===== src/rtl/fm_disc_pkg.sv =====
// Shared widths and helpers for the conjugate-product FM discriminator.
// Optional rounding stage is enabled by defining FM_DISC_ROUND_EN.
package fm_disc_pkg;

  function automatic int chw(input int n);
    return (n > 1) ? $clog2(n) : 1;
  endfunction

  // One guard bit beyond IW+1 so (d-c) never wraps at full scale
  function automatic int sum_w(input int iw);
    return iw + 2;
  endfunction

  function automatic int prod_w(input int iw);
    return 2 * iw + 2;
  endfunction

  function automatic int res_w(input int iw);
    return 2 * iw + 2;
  endfunction

  function automatic logic signed [63:0] sat_shift(
    input logic signed [63:0] r,
    input int                 s,
    input int                 ow
  );
    logic signed [63:0] t;
    logic signed [63:0] hi;
    logic signed [63:0] lo;
    t  = r >>> s;
    hi = (64'sd1 <<< (ow - 1)) - 64'sd1;
    lo = -(64'sd1 <<< (ow - 1));
    if (t > hi)      return hi;
    else if (t < lo) return lo;
    else             return t;
  endfunction

endpackage


===== src/rtl/fm_cmul3.sv =====
// Pipelined 3-multiplier complex multiply (a+jb)*(c+jd).
// Three ce-gated stages: k-sums, products, re/im combine.
module fm_cmul3
  import fm_disc_pkg::*;
#(
  parameter int IW = 16,
  parameter int TW = 1
) (
  input  logic                         aclk,
  input  logic                         aresetn,
  input  logic                         clr,
  input  logic                         ce,
  input  logic                         i_valid,
  input  logic [TW-1:0]                i_tag,
  input  logic signed [IW-1:0]         i_a,
  input  logic signed [IW-1:0]         i_b,
  input  logic signed [IW-1:0]         i_c,
  input  logic signed [IW:0]           i_d,
  output logic                         o_valid,
  output logic [TW-1:0]                o_tag,
  output logic signed [prod_w(IW)-1:0] o_re,
  output logic signed [prod_w(IW)-1:0] o_im
);

  localparam int SW = sum_w(IW);
  localparam int PW = prod_w(IW);

  logic          r_v2, r_v3, r_v4;
  logic [TW-1:0] r_t2, r_t3, r_t4;
  logic signed [SW-1:0] r_a2, r_b2, r_c2;
  logic signed [SW-1:0] r_s1, r_s2, r_s3;
  logic signed [PW-1:0] r_k1, r_k2, r_k3;
  logic signed [PW-1:0] r_re, r_im;

  always_ff @(posedge aclk or negedge aresetn) begin
    if (!aresetn) begin
      r_v2 <= 1'b0;
      r_v3 <= 1'b0;
      r_v4 <= 1'b0;
      r_t2 <= '0;
      r_t3 <= '0;
      r_t4 <= '0;
      r_a2 <= '0;
      r_b2 <= '0;
      r_c2 <= '0;
      r_s1 <= '0;
      r_s2 <= '0;
      r_s3 <= '0;
      r_k1 <= '0;
      r_k2 <= '0;
      r_k3 <= '0;
      r_re <= '0;
      r_im <= '0;
    end else if (clr) begin
      r_v2 <= 1'b0;
      r_v3 <= 1'b0;
      r_v4 <= 1'b0;
    end else if (ce) begin
      r_v2 <= i_valid;
      r_t2 <= i_tag;
      r_a2 <= SW'(i_a);
      r_b2 <= SW'(i_b);
      r_c2 <= SW'(i_c);
      r_s1 <= SW'(i_a) + SW'(i_b);
      r_s2 <= SW'(i_d) - SW'(i_c);
      r_s3 <= SW'(i_c) + SW'(i_d);
      r_v3 <= r_v2;
      r_t3 <= r_t2;
      r_k1 <= PW'(r_c2) * PW'(r_s1);
      r_k2 <= PW'(r_a2) * PW'(r_s2);
      r_k3 <= PW'(r_b2) * PW'(r_s3);
      r_v4 <= r_v3;
      r_t4 <= r_t3;
      r_re <= r_k1 - r_k3;
      r_im <= r_k1 + r_k2;
    end
  end

  assign o_valid = r_v4;
  assign o_tag   = r_t4;
  assign o_re    = r_re;
  assign o_im    = r_im;

endmodule


===== src/rtl/fm_disc_conj.sv =====
// Conjugate-product FM discriminator y = x[n]*conj(x[n-LAG]), NCH channels.
// Define FM_DISC_ROUND_EN for round-half-up output (one extra stage).
module fm_disc_conj
  import fm_disc_pkg::*;
#(
  parameter int IW      = 16,
  parameter int OW      = 16,
  parameter int LAG     = 1,
  parameter int NCH     = 1,
  parameter int GAIN_SH = 0
) (
  input  logic                    aclk,
  input  logic                    aresetn,
  input  logic                    clr,
  input  logic                    s_valid,
  output logic                    s_ready,
  input  logic signed [IW-1:0]    s_i,
  input  logic signed [IW-1:0]    s_q,
  input  logic [chw(NCH)-1:0]     s_ch,
  output logic                    m_valid,
  input  logic                    m_ready,
  output logic signed [OW-1:0]    m_i,
  output logic signed [OW-1:0]    m_q,
  output logic [chw(NCH)-1:0]     m_ch,
  output logic                    err_ch
);

  localparam int CHW = chw(NCH);
  localparam int RW  = res_w(IW);
  localparam int RW1 = RW + 1;
  localparam int DW  = IW + 1;
  localparam int S   = RW - OW - GAIN_SH;
  localparam int CW  = $clog2(LAG + 1);

  logic signed [IW-1:0] r_hi [NCH][LAG];
  logic signed [IW-1:0] r_hq [NCH][LAG];
  logic [CW-1:0]        r_cnt [NCH];

  logic                 r_v1;
  logic [CHW-1:0]       r_ch1;
  logic signed [IW-1:0] r_a1, r_b1, r_c1;
  logic signed [IW:0]   r_d1;
  logic                 r_err;

  logic                 r_mv;
  logic signed [OW-1:0] r_mi, r_mq;
  logic [CHW-1:0]       r_mch;

  logic                 w_ce, w_acc, w_bad, w_prime;
  logic [CHW-1:0]       w_ci;

  assign w_ce    = !r_mv | m_ready;
  assign s_ready = w_ce & !clr;
  assign w_acc   = s_valid & s_ready;
  assign w_bad   = 32'(s_ch) >= 32'(NCH);
  assign w_ci    = w_bad ? '0 : s_ch;
  assign w_prime = (r_cnt[w_ci] == CW'(LAG));

  always_ff @(posedge aclk or negedge aresetn) begin
    if (!aresetn) begin
      r_v1  <= 1'b0;
      r_ch1 <= '0;
      r_a1  <= '0;
      r_b1  <= '0;
      r_c1  <= '0;
      r_d1  <= '0;
      r_err <= 1'b0;
      for (int c = 0; c < NCH; c++) begin
        r_cnt[c] <= '0;
        for (int k = 0; k < LAG; k++) begin
          r_hi[c][k] <= '0;
          r_hq[c][k] <= '0;
        end
      end
    end else if (clr) begin
      r_v1  <= 1'b0;
      r_err <= 1'b0;
      for (int c = 0; c < NCH; c++) begin
        r_cnt[c] <= '0;
        for (int k = 0; k < LAG; k++) begin
          r_hi[c][k] <= '0;
          r_hq[c][k] <= '0;
        end
      end
    end else begin
      r_err <= w_acc & w_bad;
      if (w_ce) begin
        r_v1  <= w_acc & ~w_bad & w_prime;
        r_ch1 <= s_ch;
        r_a1  <= s_i;
        r_b1  <= s_q;
        r_c1  <= r_hi[w_ci][LAG-1];
        // widen before negating so -(-2^(IW-1)) stays positive
        r_d1  <= -(DW'(r_hq[w_ci][LAG-1]));
        if (w_acc & ~w_bad) begin
          for (int k = LAG - 1; k > 0; k--) begin
            r_hi[w_ci][k] <= r_hi[w_ci][k-1];
            r_hq[w_ci][k] <= r_hq[w_ci][k-1];
          end
          r_hi[w_ci][0] <= s_i;
          r_hq[w_ci][0] <= s_q;
          if (!w_prime) r_cnt[w_ci] <= r_cnt[w_ci] + CW'(1);
        end
      end
    end
  end

  logic                 w_v4;
  logic [CHW-1:0]       w_ch4;
  logic signed [RW-1:0] w_re, w_im;

  fm_cmul3 #(
    .IW (IW),
    .TW (CHW)
  ) u_cmul (
    .aclk    (aclk),
    .aresetn (aresetn),
    .clr     (clr),
    .ce      (w_ce),
    .i_valid (r_v1),
    .i_tag   (r_ch1),
    .i_a     (r_a1),
    .i_b     (r_b1),
    .i_c     (r_c1),
    .i_d     (r_d1),
    .o_valid (w_v4),
    .o_tag   (w_ch4),
    .o_re    (w_re),
    .o_im    (w_im)
  );

  logic               w_ov;
  logic [CHW-1:0]     w_och;
  logic signed [RW:0] w_ox, w_oy;

`ifdef FM_DISC_ROUND_EN
  localparam logic signed [RW:0] HALF = RW1'(1) <<< (S - 1);

  logic               r_v5;
  logic [CHW-1:0]     r_ch5;
  logic signed [RW:0] r_rx, r_ry;

  always_ff @(posedge aclk or negedge aresetn) begin
    if (!aresetn) begin
      r_v5  <= 1'b0;
      r_ch5 <= '0;
      r_rx  <= '0;
      r_ry  <= '0;
    end else if (clr) begin
      r_v5 <= 1'b0;
    end else if (w_ce) begin
      r_v5  <= w_v4;
      r_ch5 <= w_ch4;
      r_rx  <= RW1'(w_re) + HALF;
      r_ry  <= RW1'(w_im) + HALF;
    end
  end

  assign w_ov  = r_v5;
  assign w_och = r_ch5;
  assign w_ox  = r_rx;
  assign w_oy  = r_ry;
`else
  assign w_ov  = w_v4;
  assign w_och = w_ch4;
  assign w_ox  = RW1'(w_re);
  assign w_oy  = RW1'(w_im);
`endif

  always_ff @(posedge aclk or negedge aresetn) begin
    if (!aresetn) begin
      r_mv  <= 1'b0;
      r_mi  <= '0;
      r_mq  <= '0;
      r_mch <= '0;
    end else if (clr) begin
      r_mv <= 1'b0;
    end else if (w_ce) begin
      r_mv  <= w_ov;
      r_mch <= w_och;
      r_mi  <= OW'(sat_shift(64'(w_ox), S, OW));
      r_mq  <= OW'(sat_shift(64'(w_oy), S, OW));
    end
  end

  assign m_valid = r_mv;
  assign m_i     = r_mi;
  assign m_q     = r_mq;
  assign m_ch    = r_mch;
  assign err_ch  = r_err;

endmodule


===== config.mk =====
export PLATFORM = sky130hd
export DESIGN_NAME = fm_disc_conj
export DESIGN_NICKNAME = d
export VERILOG_FILES = /design/src/rtl/fm_disc_pkg.sv /design/src/rtl/fm_cmul3.sv /design/src/rtl/fm_disc_conj.sv
export SDC_FILE = /design/constraint.sdc
export NUM_CORES = 2
export LEC_CHECK = 0
export ABC_CLOCK_PERIOD_IN_PS = 5990
export BUFFER_PORTS_ARGS = -buffer_cell sky130_fd_sc_hd__buf_2
export CAP_MARGIN = 20
export CORE_ASPECT_RATIO = 0.8
export CORE_MARGIN = 2
export CORE_UTILIZATION = 55
export CTS_CLUSTER_DIAMETER = 100
export DETAILED_ROUTE_END_ITERATION = 16
export GPL_TIMING_DRIVEN = 1
export PLACE_DENSITY = 0.76
export SYNTH_ARGS = -nofsm -noshare
export SYNTH_HDL_FRONTEND = slang
export SYNTH_SLANG_ARGS = --single-unit

===== constraint.sdc =====
create_clock -name aclk -period 5.99 [get_ports aclk]
set_input_delay 0.599 -clock aclk [delete_from_list [all_inputs] [get_ports aclk]]
set_output_delay 0.599 -clock aclk [all_outputs]
set_load 0.02 [all_outputs]

==> results.py <==
metrics = {
    "placement": {
        "hpwl_mm": 113,
        "gp_congestion": 0.972,
        "pre_cts_ws_ns": -0.653,
        "numPortBuffers": 73,
    },
    "sta": {
        "setup_viol": 28,
        "setup_slack_ns": -0.361,
        "worst_hold_slack_ns": -0.0432,
        "max-slew-margin-rel_pct": 27.3,
        "drv_slew": 0,
        "rsz0062_at_grt": "true",
        "tightest_slew_ns": 1.08,
        "clock.fmax_mhz": 157,
        "post-route-period-util_pct": 106,
        "min_period_ns": 6.35,
        "hold_violations": 6,
        "finClkSkew_ns": 0.0480,
    },
    "synthesis": {
        "syn_nets": 6657,
        "ys_seq_area_share_pct": 19.0,
        "yosys.area.top_type_share_pct": 34.9,
        "syn-cell-area_mm2": 0.0493,
        "ys_ff_latch": 374,
        "synth_area_leaders": "fa_1, dfrtp_1, ha_1",
        "synth.distinct_cells": 68,
        "synth_ff_type": "dfrtp_1",
        "synth_edf_count": 0,
        "async_flop_share_pct": 100,
        "ys_warn_count": 0,
        "syn_avg_cell_area_um2": 9.16,
        "synthCells": 5389,
        "yosys.area.top_type": "fa_1",
    },
    "critical_path": {
        "rrSetupSlack_ns": -0.36,
        "cp_data_arrival_time_ns": 6.85,
        "worstRegToRegCells": 25,
        "critPathLaunchType": "flip-flop",
        "cp_common_cell": "fa_1",
        "crit_fanout": 5,
        "path_buf_inv": 7,
        "crit_path_end_kind": "flip-flop",
        "cpPeakStageDelay_ns": 0.51,
        "cpMaxStageDelayCell": "fa_1",
        "crit_type": "flip-flop to flip-flop",
        "critPathTopFamily": "adder cells",
        "cp_num_cells": 25,
        "worstPathRequired_ns": 6.49,
    },
    "drt": {
        "ant_nets": 0,
        "post-route-drc-count": 0,
        "first_pass_iters": 6,
        "wl_mm": 143,
        "post_drt_via_cell_ratio": 5.50,
        "vias": 39000,
        "drtIter0Drc": 3653,
        "wl_per_cell_um": 20.2,
    },
    "floorplanning": {
        "initial_utilization_pct": 55.4,
        "die_w_um": 339,
        "dieHeight_um": 272,
        "dieArea_mm2": 0.0921,
        "core_mm2": 0.0891,
        "ios": 74,
        "rows": 98,
    },
    "cts": {
        "clock-sinks": 374,
        "clockBufferDepth": 3,
        "hold_buffers": 0,
        "cts_tree": "done",
        "cts_htree_levels": 2,
        "clk_pin_slew_ns": 0.06,
        "cts_inserted_buffers": 43,
        "cts-root-buf": "clkbuf_16",
        "clk_latency_ns": 0.63,
    },
    "global_routing": {
        "grt_pass1_wl_mm": 225,
        "grt_pass1_vias": 40600,
        "antenna_found_initial": 3,
        "grt_max_degree": 217,
        "met1_usage_pct": 46.1,
        "overflow": 0,
        "grt_use_met3_pct": 7.61,
        "busiest_layer": "met1",
        "met2_usage_pct": 45.3,
        "track_usage_pct": 31.2,
    },
    "outcome": {
        "status": "finished with violations",
        "violations": "hold timing, setup timing",
    },
    "cells_and_area": {
        "area_growth_pct": 18.3,
        "nNetsFinal": 7126,
        "drive_gt1_share_pct": 18.4,
        "layout_commonest_cell": "nand2_1",
        "layout_common_cells": "nand2_1, inv_1, fa_1",
    },
    "run": {
        "drv_cap": 0,
    },
    "worst_hold_path": {
        "hp-class": "input pin to async pin",
    },
}
## cell type report
class / instances / area, um2
Antenna cell: 1 / 2.50
Clock inverter: 23 / 332
Inverter: 1011 / 3800
Multi-Input combinational cell: 3786 / 36900
Fill cell: 6786 / 30800
Clock buffer: 57 / 1210
Timing Repair Buffer: 642 / 5200
Tap cell: 1200 / 1500
Sequential cell: 374 / 9430
## stage by stage
| stage | utilization [%] | hold WS [ns] | area (um2) | instances | TNS, ns |
|---|---|---|---|---|---|
| floorplan | - | 0.303 | 49500 | 5389 | -0.0182 |
| global placement | 60.6 | 0.442 | 54000 | 6894 | -6.89 |
| detailed placement | 60.6 | 0.453 | 54000 | 6894 | -10.47 |
| CTS | 64.3 | 0.0129 | 57300 | 7058 | -2.24 |
| global route | 65.5 | 0.0351 | 58400 | 7094 | -11.66 |
| finish | 65.5 | -0.0432 | 58400 | 7094 | -5.22 |
## worst reg2reg max path: stages (launching register included)
cell	delay, ns
dfrtp_2	0.46
buf_6	0.14
and2_1	0.16
fa_1	0.51
inv_1	0.05
fa_1	0.45
fa_1	0.51
inv_1	0.06
fa_2	0.46
fa_1	0.49
inv_1	0.05
fa_1	0.49
inv_2	0.05
ha_4	0.27
nand2_2	0.07
nor3_4	0.19
inv_2	0.08
buf_6	0.12
a211oi_4	0.21
o31a_1	0.27
a221o_1	0.22
nand4_1	0.24
a31oi_2	0.30
a21o_1	0.17
nand4_1	0.10
o211ai_1	0.12
## sequential cells by signal, indices dropped and copies added (netlist names), 17 cells and up
signal,cells
u_cmul.r_k1,33
r_d1,17
u_cmul.r_k2,34
u_cmul.r_s2,17
u_cmul.r_k3,34
u_cmul.r_s1,17
u_cmul.r_s3,18
## synth_stat cells (all sizes together) (12+ instances only)
| library cell | count |
|---|---|
| xor2 | 66 |
| and3 | 13 |
| clkbuf | 208 |
| a21oi | 129 |
| o21ai | 259 |
| o21a | 17 |
| nand2 | 989 |
| fa | 859 |
| nor2 | 150 |
| a22o | 34 |
| nor3 | 31 |
| and2 | 407 |
| ha | 371 |
| o21bai | 25 |
| o211ai | 12 |
| nor2b | 18 |
| nand4 | 12 |
| inv | 1010 |
| o31ai | 23 |
| xnor2 | 115 |
| a21o | 43 |
| nand3 | 34 |
| a211oi | 17 |
| nand2b | 38 |
| dfrtp | 374 |
## layer usage
metal	vias up	routed length (um)	share of wire (%)
li1	17400	-	-
met1	19700	61900	43
met2	1682	61100	43
met3	250	14800	10
met4	3	5210	3.6
met5	-	88	0.062
## what timing repair did
action	4_1_cts	5_1_grt
pin swaps	173	208
resized for setup	284	245
setup endpoints to repair	39	45
endpoints found under the hold margin	0	0
setup buffers	90	53
cloned	1	1
## path summary, 6_finish.rpt
kind                                             start                           to
min reg2reg                u_cmul.o_re[21]$_DFFE_PN0P_           m_i[3]$_DFFE_PN0P_
max                         u_cmul.r_s1[7]$_DFFE_PN0P_  u_cmul.r_k1[31]$_DFFE_PN0P_
min                                            aresetn  u_cmul.r_k3[12]$_DFFE_PN0P_
min in group aclk                               s_i[6]          r_a1[6]$_DFFE_PN0P_
max reg2reg                 u_cmul.r_s1[7]$_DFFE_PN0P_  u_cmul.r_k1[31]$_DFFE_PN0P_
max in group asynchronous                      aresetn   u_cmul.r_s2[5]$_DFFE_PN0P_
## logic make-up (layout without fill, tap and decap cells)
logic type	count (synthesis)	in the layout	share of synthesized area, %
and+or+nand+nor	1735	1735	16.1
adders and majority gates	1230	1230	44.3
buffers and inverters	1229	1733	9.35
AOI/OAI and AO/OA	635	635	7.96
DFF	374	374	19.0
xor gates and xnor gates	181	181	3.21
muxes	5	5	0.101
other	0	1	0
Power is not shown: default switching activity piles up to over one toggle a cycle in this logic, so the estimate is an artifact.
